===== config.mk =====
export PLATFORM = sky130hd
export DESIGN_NAME = qpu_exu_tevq
export DESIGN_NICKNAME = d
export VERILOG_FILES = /design/src/rtl/qpu_exu_tevq_pkg.sv /design/src/rtl/qpu_sync_fifo.sv /design/src/rtl/qpu_exu_tevq.sv
export SDC_FILE = /design/constraint.sdc
export NUM_CORES = 1
export LEC_CHECK = 0
export BUFFER_PORTS_ARGS = -buffer_cell sky130_fd_sc_hd__buf_2
export CELL_PAD_IN_SITES_DETAIL_PLACEMENT = 1
export CELL_PAD_IN_SITES_GLOBAL_PLACEMENT = 1
export CORE_UTILIZATION = 55
export DETAILED_ROUTE_END_ITERATION = 12
export GPL_TIMING_DRIVEN = 0
export PLACE_DENSITY_LB_ADDON = 0.3
export SYNTH_ARGS = -nofsm -noshare
export SYNTH_HDL_FRONTEND = slang
export SYNTH_SLANG_ARGS = --single-unit

===== constraint.sdc =====
create_clock -name clk -period 11.7 [get_ports clk]
set_input_delay 0.585 -clock clk [delete_from_list [all_inputs] [get_ports clk]]
set_output_delay 0.585 -clock clk [all_outputs]
set_load 0.01 [all_outputs]

===== src/rtl/qpu_exu_tevq_pkg.sv =====
// qpu_exu_tevq_pkg: shared widths and FSM encodings for the EXU time/event queue
package qpu_exu_tevq_pkg;
  localparam int TIME_W_DEF = 32;
  localparam int EDATA_W_DEF = 24;
  localparam int ENUM_W_DEF = 3;
  localparam int DEPTH_DEF = 8;
  localparam logic [1:0] ST_IDLE = 2'd0;
  localparam logic [1:0] ST_RUN = 2'd1;
  localparam logic [1:0] ST_DRAIN = 2'd2;
endpackage


===== src/rtl/qpu_sync_fifo.sv =====
// qpu_sync_fifo: synchronous first-word-fall-through FIFO with registered count
module qpu_sync_fifo #(
  parameter int WIDTH = 8,
  parameter int DEPTH = 8
) (
  input  logic                     clk,
  input  logic                     rst,
  input  logic                     clr,
  input  logic                     push,
  input  logic                     pop,
  input  logic [WIDTH-1:0]         wdata,
  output logic [WIDTH-1:0]         rdata,
  output logic [$clog2(DEPTH):0]   count,
  output logic                     full,
  output logic                     empty
);
  localparam int AW = $clog2(DEPTH);
  logic [WIDTH-1:0] mem [DEPTH];
  logic [AW-1:0] wp, rp;
  logic do_push, do_pop;
  assign full = count == (AW+1)'(DEPTH);
  assign empty = count == '0;
  assign do_push = push & ~full;
  assign do_pop = pop & ~empty;
  assign rdata = mem[rp];
  always_ff @(posedge clk) begin
    if (rst | clr) begin
      wp <= '0;
      rp <= '0;
      count <= '0;
    end else begin
      if (do_push) wp <= wp + 1'b1;
      if (do_pop) rp <= rp + 1'b1;
      count <= count + (AW+1)'(do_push) - (AW+1)'(do_pop);
    end
  end
  always_ff @(posedge clk) begin
    if (do_push) mem[wp] <= wdata;
  end
endmodule


===== src/rtl/qpu_exu_tevq.sv =====
// qpu_exu_tevq: stamps QI events with the QWAIT timeline and issues them when due
module qpu_exu_tevq
  import qpu_exu_tevq_pkg::*;
#(
  parameter int TIME_W = TIME_W_DEF,
  parameter int EDATA_W = EDATA_W_DEF,
  parameter int ENUM_W = ENUM_W_DEF,
  parameter int DEPTH = DEPTH_DEF
) (
  input  logic                    clk,
  input  logic                    rst,
  input  logic                    twbck_i_valid,
  output logic                    twbck_i_ready,
  input  logic [TIME_W-1:0]       twbck_i_data,
  input  logic                    ewbck_i_valid,
  output logic                    ewbck_i_ready,
  input  logic [EDATA_W-1:0]      ewbck_i_data,
  input  logic [ENUM_W-1:0]       ewbck_i_oprand,
  input  logic                    start,
  input  logic                    stop,
  input  logic                    flush,
  output logic                    evt_o_valid,
  input  logic                    evt_o_ready,
  output logic [EDATA_W-1:0]      evt_o_data,
  output logic [ENUM_W-1:0]       evt_o_oprand,
  output logic                    evt_o_late,
  output logic                    late_sticky,
  output logic [$clog2(DEPTH):0]  q_count,
  output logic                    busy
);
  logic [1:0] state;
  logic [TIME_W-1:0] tl, tmr, tl_sum, stamp, head_stamp, elapsed;
  logic [EDATA_W-1:0] head_data;
  logic [ENUM_W-1:0] head_opr;
  logic full, empty, tw_hs, ew_hs, pop;
  assign twbck_i_ready = ~flush & (state != ST_DRAIN);
  assign ewbck_i_ready = twbck_i_ready & ~full;
  assign tw_hs = twbck_i_valid & twbck_i_ready;
  assign ew_hs = ewbck_i_valid & ewbck_i_ready;
  assign tl_sum = tl + twbck_i_data;
  assign stamp = tw_hs ? tl_sum : tl;
  // MSB of the modular difference gives a wrap-safe "stamp <= tmr"
  assign elapsed = tmr - head_stamp;
  assign evt_o_valid = ~empty & ~elapsed[TIME_W-1] & (state != ST_IDLE);
  assign evt_o_data = evt_o_valid ? head_data : '0;
  assign evt_o_oprand = evt_o_valid ? head_opr : '0;
  assign pop = evt_o_valid & evt_o_ready;
  assign evt_o_late = pop & (tmr != head_stamp);
  assign busy = state != ST_IDLE;
  qpu_sync_fifo #(.WIDTH(TIME_W+EDATA_W+ENUM_W), .DEPTH(DEPTH)) u_fifo (
    .clk(clk),
    .rst(rst),
    .clr(flush),
    .push(ew_hs),
    .pop(pop),
    .wdata({stamp, ewbck_i_data, ewbck_i_oprand}),
    .rdata({head_stamp, head_data, head_opr}),
    .count(q_count),
    .full(full),
    .empty(empty)
  );
  always_ff @(posedge clk) begin
    if (rst | flush) begin
      state <= ST_IDLE;
      tl <= '0;
      tmr <= '0;
      late_sticky <= 1'b0;
    end else begin
      if (tw_hs) tl <= tl_sum;
      if (state != ST_IDLE) tmr <= tmr + 1'b1;
      if (evt_o_late) late_sticky <= 1'b1;
      if (state == ST_IDLE && start) state <= ST_RUN;
      if (state == ST_RUN && stop) state <= ST_DRAIN;
      if (state == ST_DRAIN && empty) begin
        state <= ST_IDLE;
        tl <= '0;
        tmr <= '0;
      end
    end
  end
endmodule


After elaboration in Yosys (flattened, before gate mapping)
Memory sizes are Yosys's and may differ from the RTL's. A register that Yosys moved wholly into a read port is not among the register bits.
Cells that the tools add are included.
{"block": "totals", "output_inout_bits": 37, "memories": 1, "wordCells": 54, "inputBits": 67, "mem_bits_rw": 472, "regBits": 77}
{"memory": "u_fifo.mem", "depth": 8, "width": 59, "rd": 1, "rd_ports_with_merged_regs": 1, "write_ports": 1, "line_no": "qpu_sync_fifo.sv:18", "text": "logic [WIDTH-1:0] mem [DEPTH];"}
{"block": "op_classes", "bitwise_logic": 15, "n_addsub": 7, "muxes": 9, "n_reduce_logical": 9, "n_eq_ne": 5}
{"operator": "32-bit by 1-bit adder with 32-bit output, second input constant", "count": 1}
{"operator": "32-bit adder", "count": 1}
{"operator": "32-bit 2-to-1 mux", "count": 1}
{"operator": "32-bit inequality test", "count": 1}
{"operator": "32-bit subtractor", "count": 1}
{"operator": "24-bit 2-to-1 mux", "count": 1}
{"operator": "1-bit bitwise AND", "count": 10}
{"operator": "3-bit 2-to-1 mux", "count": 3}
{"operator": "3-bit by 1-bit adder with 3-bit output, second input constant", "count": 2}
{"operator": "4-bit by 1-bit adder with 4-bit output", "count": 1}
{"operator": "4-bit == test, second input constant", "count": 1}
{"operator": "4-bit zero test", "count": 1}
{"operator": "2-bit 2-to-1 mux", "count": 2}
{"operator": "1-bit NOT", "count": 4}
{"operator": "2-bit nonzero test", "count": 2}
{"operator": "4-bit by 1-bit subtractor with 4-bit output", "count": 1}
{"operator": "1-bit logical AND", "count": 3}
{"operator": "3-bit OR reduction", "count": 1}
{"operator": "2-bit by 1-bit == test with 1-bit output, second input constant", "count": 1}
{"operator": "2-bit == test, second input constant", "count": 1}
{"operator": "2-bit zero test", "count": 1}
{"operator": "1-bit 2-to-1 mux", "count": 2}
{"operator": "2-bit inequality test, second input constant", "count": 1}
{"operator": "2-bit OR reduction", "count": 1}
{"operator": "1-bit OR", "count": 1}

Depth between registers and ports, before layout
{"block": "logic_depth", "ltp_word": 8, "ltp_mapped": 22, "mapped_depth_nobuf": 18}

Modules after synthesis
Synthesis repeated with hierarchy kept, for this count alone.
{"block": "unflattened", "cells_unflattened": 1455, "hier_area_um2": 23731.5}
{"mod": "qpu_sync_fifo", "n_inst": 1, "seq_area_each_um2": 14433.8, "cells_per_inst": 763, "area_per_inst_um2": 18390.1}
{"mod": "qpu_exu_tevq", "n_inst": 1, "seq_area_each_um2": 1341.3, "cells_per_inst": 692, "area_per_inst_um2": 5341.4}

Least setup slack after synthesis
OpenSTA, ideal clock, no wires.
{"block": "synth_path", "path_type": "flip-flop to flip-flop", "startpoint": "register u_fifo.count[2]", "endpoint": "memory u_fifo.mem[0][0] (netlist name) (enable)", "path_buffers": 1, "period_less_slack_ns": 6.123, "slack_ns": 5.577, "path_stages_with_launch": 8, "setup_time_ns": 0.549, "arrival_time_ns": 5.575, "required_ns": 11.151, "cell_sequence": "dfxtp_1 -> inv_1 -> ha_1 -> a211oi_1 -> and2_1 -> clkbuf_1 -> nand2b_1 -> nor3_1"}
{"block": "synth_via", "elab_chain_cells": 7}
{"element": "from (decl)", "line_no": "qpu_sync_fifo.sv:13", "text": "output logic [$clog2(DEPTH):0] count,"}
{"element": "from (signal assigned)", "line_no": "qpu_sync_fifo.sv:34", "text": "count <= count + (AW+1)'(do_push) - (AW+1)'(do_pop);"}
{"element": "4-bit == test", "line_no": "qpu_sync_fifo.sv:21", "text": "assign full = count == (AW+1)'(DEPTH);"}
{"element": "1-bit NOT", "line_no": "qpu_exu_tevq.sv:37", "text": "assign ewbck_i_ready = twbck_i_ready & ~full;"}
{"element": "1-bit bitwise AND", "line_no": "qpu_exu_tevq.sv:37"}
{"element": "via ewbck_i_ready", "line_no": "qpu_exu_tevq.sv:16", "text": "output logic ewbck_i_ready,"}
{"element": "1-bit bitwise AND", "line_no": "qpu_exu_tevq.sv:39", "text": "assign ew_hs = ewbck_i_valid & ewbck_i_ready;"}
{"element": "1-bit bitwise AND", "line_no": "qpu_sync_fifo.sv:23", "text": "assign do_push = push & ~full;"}
{"element": "via u_fifo.do_push", "line_no": "qpu_sync_fifo.sv:20", "text": "logic do_push, do_pop;"}
{"element": "1-bit 2-to-1 mux", "line_no": "qpu_sync_fifo.sv:38", "text": "if (do_push) mem[wp] <= wdata;"}
{"element": "1-bit 2-to-1 mux (implied by the code)", "line_no": "qpu_sync_fifo.sv:38"}
{"element": "to (decl)", "line_no": "qpu_sync_fifo.sv:18"}
The timed path passes the listed nets, and every way through them passes these cells.

==> metrics.md <==
| Metric | Value |
|---|---|
| CP max FO | 10 |
| Slowest cell on the critical path | clkbuf_1 |
| H-tree levels | 2 |
| Final hold slack | 0.2206 ns |
| Fmax | 134.3 MHz |
| Reg clk slew, reported paths | 0.06 ns |
| Commonest cells after routing, fill and taps aside | edfxtp_1, mux4_2, buf_2, nor2_1, dfxtp_1 |
| CP dominant cell by count | clkbuf_1 |
| Leakage power | 9.083 nW |
| Max_cap viols | 0 |
| Post-synthesis sequential area ratio | 68.12% |
| P_int | 3.216 mW |
| Synth Warn # | 0 |
| Total gr overflow | 0 |
| Inst Count DP | 2060 |
| Final Hold Fails | 0 |
| Synth unique cells | 50 |
| Worst Path Arrival | 6.86 ns |
| Crit end category | output port |
| WL/cell | 26.74 µm |
| Syn_area_per_cell | 16.59 µm² |
| P&R area growth vs syn | 14.93% |
| Seq cells post-synth | 552 |
| Initial core utilization | 56.21% |
| Clk sink count | 552 |
| Hold depth | 2 |
| Cell Rows | 74 |
| Die Y | 207.2 µm |
| Logic pwr share | 3.9% |
| Top FF cell, synth | edfxtp_1 |
| Max-slew headroom | 12.11% |
| Clock network fraction of design power | 42.7% |
| Peak VDD IR | 0.1072 mV |
| Hold Path Class | in2reg |
| Sum Neg Setup Slack | 0 ns |
| CORE AREA | 0.04120 mm² |
| P_sw | 831.0 µW |
| Die area | 0.04293 mm² |
| Worst Tran Pin Value | 1.305 ns |
| Asr flop ratio synth | 0% |
| WP data required | 11.12 ns |
| Clock Latency Late Sink | 0.59 ns |
| CP Launch Type | flip-flop |
| PostCTS Resize Cnt | 0 |
| WS Path Type | reg2out |
| Root buffer cell | clkbuf_16 |
| # port buffers | 103 |
| Total Wirelength | 57780 µm |
| Die width | 207.2 µm |
| Status | finished clean |
| Number of flops mapped to enable cells by yosys | 472 |
| Net count, final | 1724 |
| Reg2Reg Depth | 20 |
| # setup viols final | 0 |
| Commonest non-fill, non-tap cell in the layout | edfxtp_1 |
| DP HPWL | 38120 µm |
| Router iterations before antenna repair | 5 |
| Slew Limit Fails | 0 |
| Gr usage total | 27.23% |
| Hold Path End | state[0] |
| Min-delay src | stop |
| CP peak stage delay | 0.84 ns |
| Iteration-0 DRC Markers | 1085 |
| Hold buffer count at cts | 0 |
| CTS max path bufs | 3 |
| Drt via density | 6.131 |
| RePlAce Congestion | 0.8231 |
| Largest net degree at the start of global routing | 25 |
| PwrDens | 152.0 mW/mm² |
| Flop pwr share | 53.5% |
| ANT nets after route | 0 |
| Initial antenna violation count | 0 |
| R2r setup slk | 4.83 ns |
| Syn_nets | 1536 |
| Power consumption | 4.047 mW |
| Via count | 13250 |
| Total CTS buffers | 54 |
| DRC Markers | 0 |
| Non-Filler Instances | 2161 |
| Clock skew | 0.02670 ns |
| Layout cells sized above 1 | 20.63% |
| Synthesized area | 0.02316 mm² |
| RSZ-0062 raised after global routing | no |
| CTS tree | yes |
| Post-CTS Setup Bufs | 0 |
| Sw Share | 20.54% |
| Fin crit period | 7.444 ns |
| Fin crit share | 63.63% |
| Global-route wire length before repair | 87370 µm |
| Worst R2R End | u_fifo.count[2] |
| Cell breakdown of the critical path | buf_6 > clkbuf_1 > buf_1 > mux4_2 > mux2i_1 > ha_1 > nand4_1 > nor4_1 > o21ai_0 > a21boi_0 > or3b_1 > clkbuf_1 > clkbuf_1 > nor2_1 > buf_2 |
| Io pins | 104 |
| Number of inserted diodes | 0 |
| Synth Instances | 1396 |
| Via count of the first global-routing pass | 14420 |
-- cell usage after synthesis, types with 27 or more instances --
| cell type | n | area share (%) |
|---|---|---|
| clkbuf_1 | 41 | 0.66 |
| nor2b_1 | 34 | 0.92 |
| inv_1 | 27 | 0.44 |
| ha_1 | 71 | 3.8 |
| mux2i_1 | 62 | 2.7 |
| nand2_1 | 76 | 1.2 |
| xor2_1 | 38 | 1.4 |
| nor2_1 | 95 | 1.5 |
| o21ai_0 | 42 | 0.91 |
| mux4_2 | 118 | 11 |
| a21oi_1 | 48 | 1.0 |
| dfxtp_1 | 80 | 6.9 |
| edfxtp_1 | 472 | 61 |
-- stage by stage --
stage / worst slack [ns] / area, µm² / util [%]
after detailed placement: 4.901 / 24890 / 60.40
after CTS: 4.220 / 26620 / 64.60
final: 4.256 / 26620 / 64.60
after floorplan: 5.577 / 23160 / -
after global routing: 3.975 / 26620 / 64.60
after global placement: 1.206 / 24340 / 59.07
-- kinds of logic after synthesis --
logic type               share of synthesized area (%)
flip-flops                                       68.12
AND/OR/NAND/NOR                                  6.008
multiplexers                                     14.20
AO/OA/AOI/OAI                                    4.225
buffers and inverters                            1.356
adder cells (fa/ha/maj)                          4.009
XOR/XNOR                                         2.080
-- state kept, by name, summed over array words and instances (netlist names), named ones only --
signal,cells
late_sticky,1
state,2
tl,32
tmr,32
u_fifo.count,4
u_fifo.mem,472
u_fifo.rp,3
u_fifo.wp,3
-- worst max path at each step --
stage / cells after the start / start / endpoint / slack (ns)
global placement: 6 / flush / u_fifo.mem[0][48] / 1.21
global route: 15 / flip-flop / evt_o_data[10] / 3.97
CTS: 15 / flip-flop / evt_o_data[10] / 4.22
floorplan: 7 / u_fifo.count[2] / u_fifo.mem[0][0] / 5.58
finish: 15 / flip-flop / evt_o_data[10] / 4.26
detailed placement: 20 / flip-flop / u_fifo.count[2] / 4.90
-- per-layer routing --
metal / global-route usage, % / wire, µm / up-vias
met5: 0 / 0 / -
met4: 8.389 / 1414 / 0
met3: 3.351 / 2665 / 87
met2: 48.67 / 30020 / 426
met1: 34.85 / 23680 / 6908
li1: - / - / 5828
-- power by group through the flow --
stage	registers (mW)	logic [mW]	clock network, mW
after floorplan	2.20	0.0866	0
after global placement	2.21	0.137	0
after detailed placement	2.21	0.154	0
after CTS	2.16	0.156	1.74
after global routing	2.16	0.169	1.80
final	2.16	0.157	1.73
-- cell type report --
cell class,instances,area (µm²)
Inverter,27,101.3
Buffer,54,212.7
Tap cell,532,665.6
Sequential cell,552,15780
Multi-Input combinational cell,763,7124
Timing Repair Buffer,132,1006
Clock inverter,16,202.7
Fill cell,3672,14590
Clock buffer,85,1529
-- worst max-delay path, delay by kind of cell, from the launching register on --
kind | cells | cell delay, ns
AOI/OAI and AO/OA | 2 | 0.56
adders and majority gates | 1 | 0.23
buffers and inverters | 6 | 2.86
DFF | 1 | 0.34
muxes | 2 | 0.91
and+or+nand+nor | 4 | 1.37
Power figures use the tool's default switching activity.
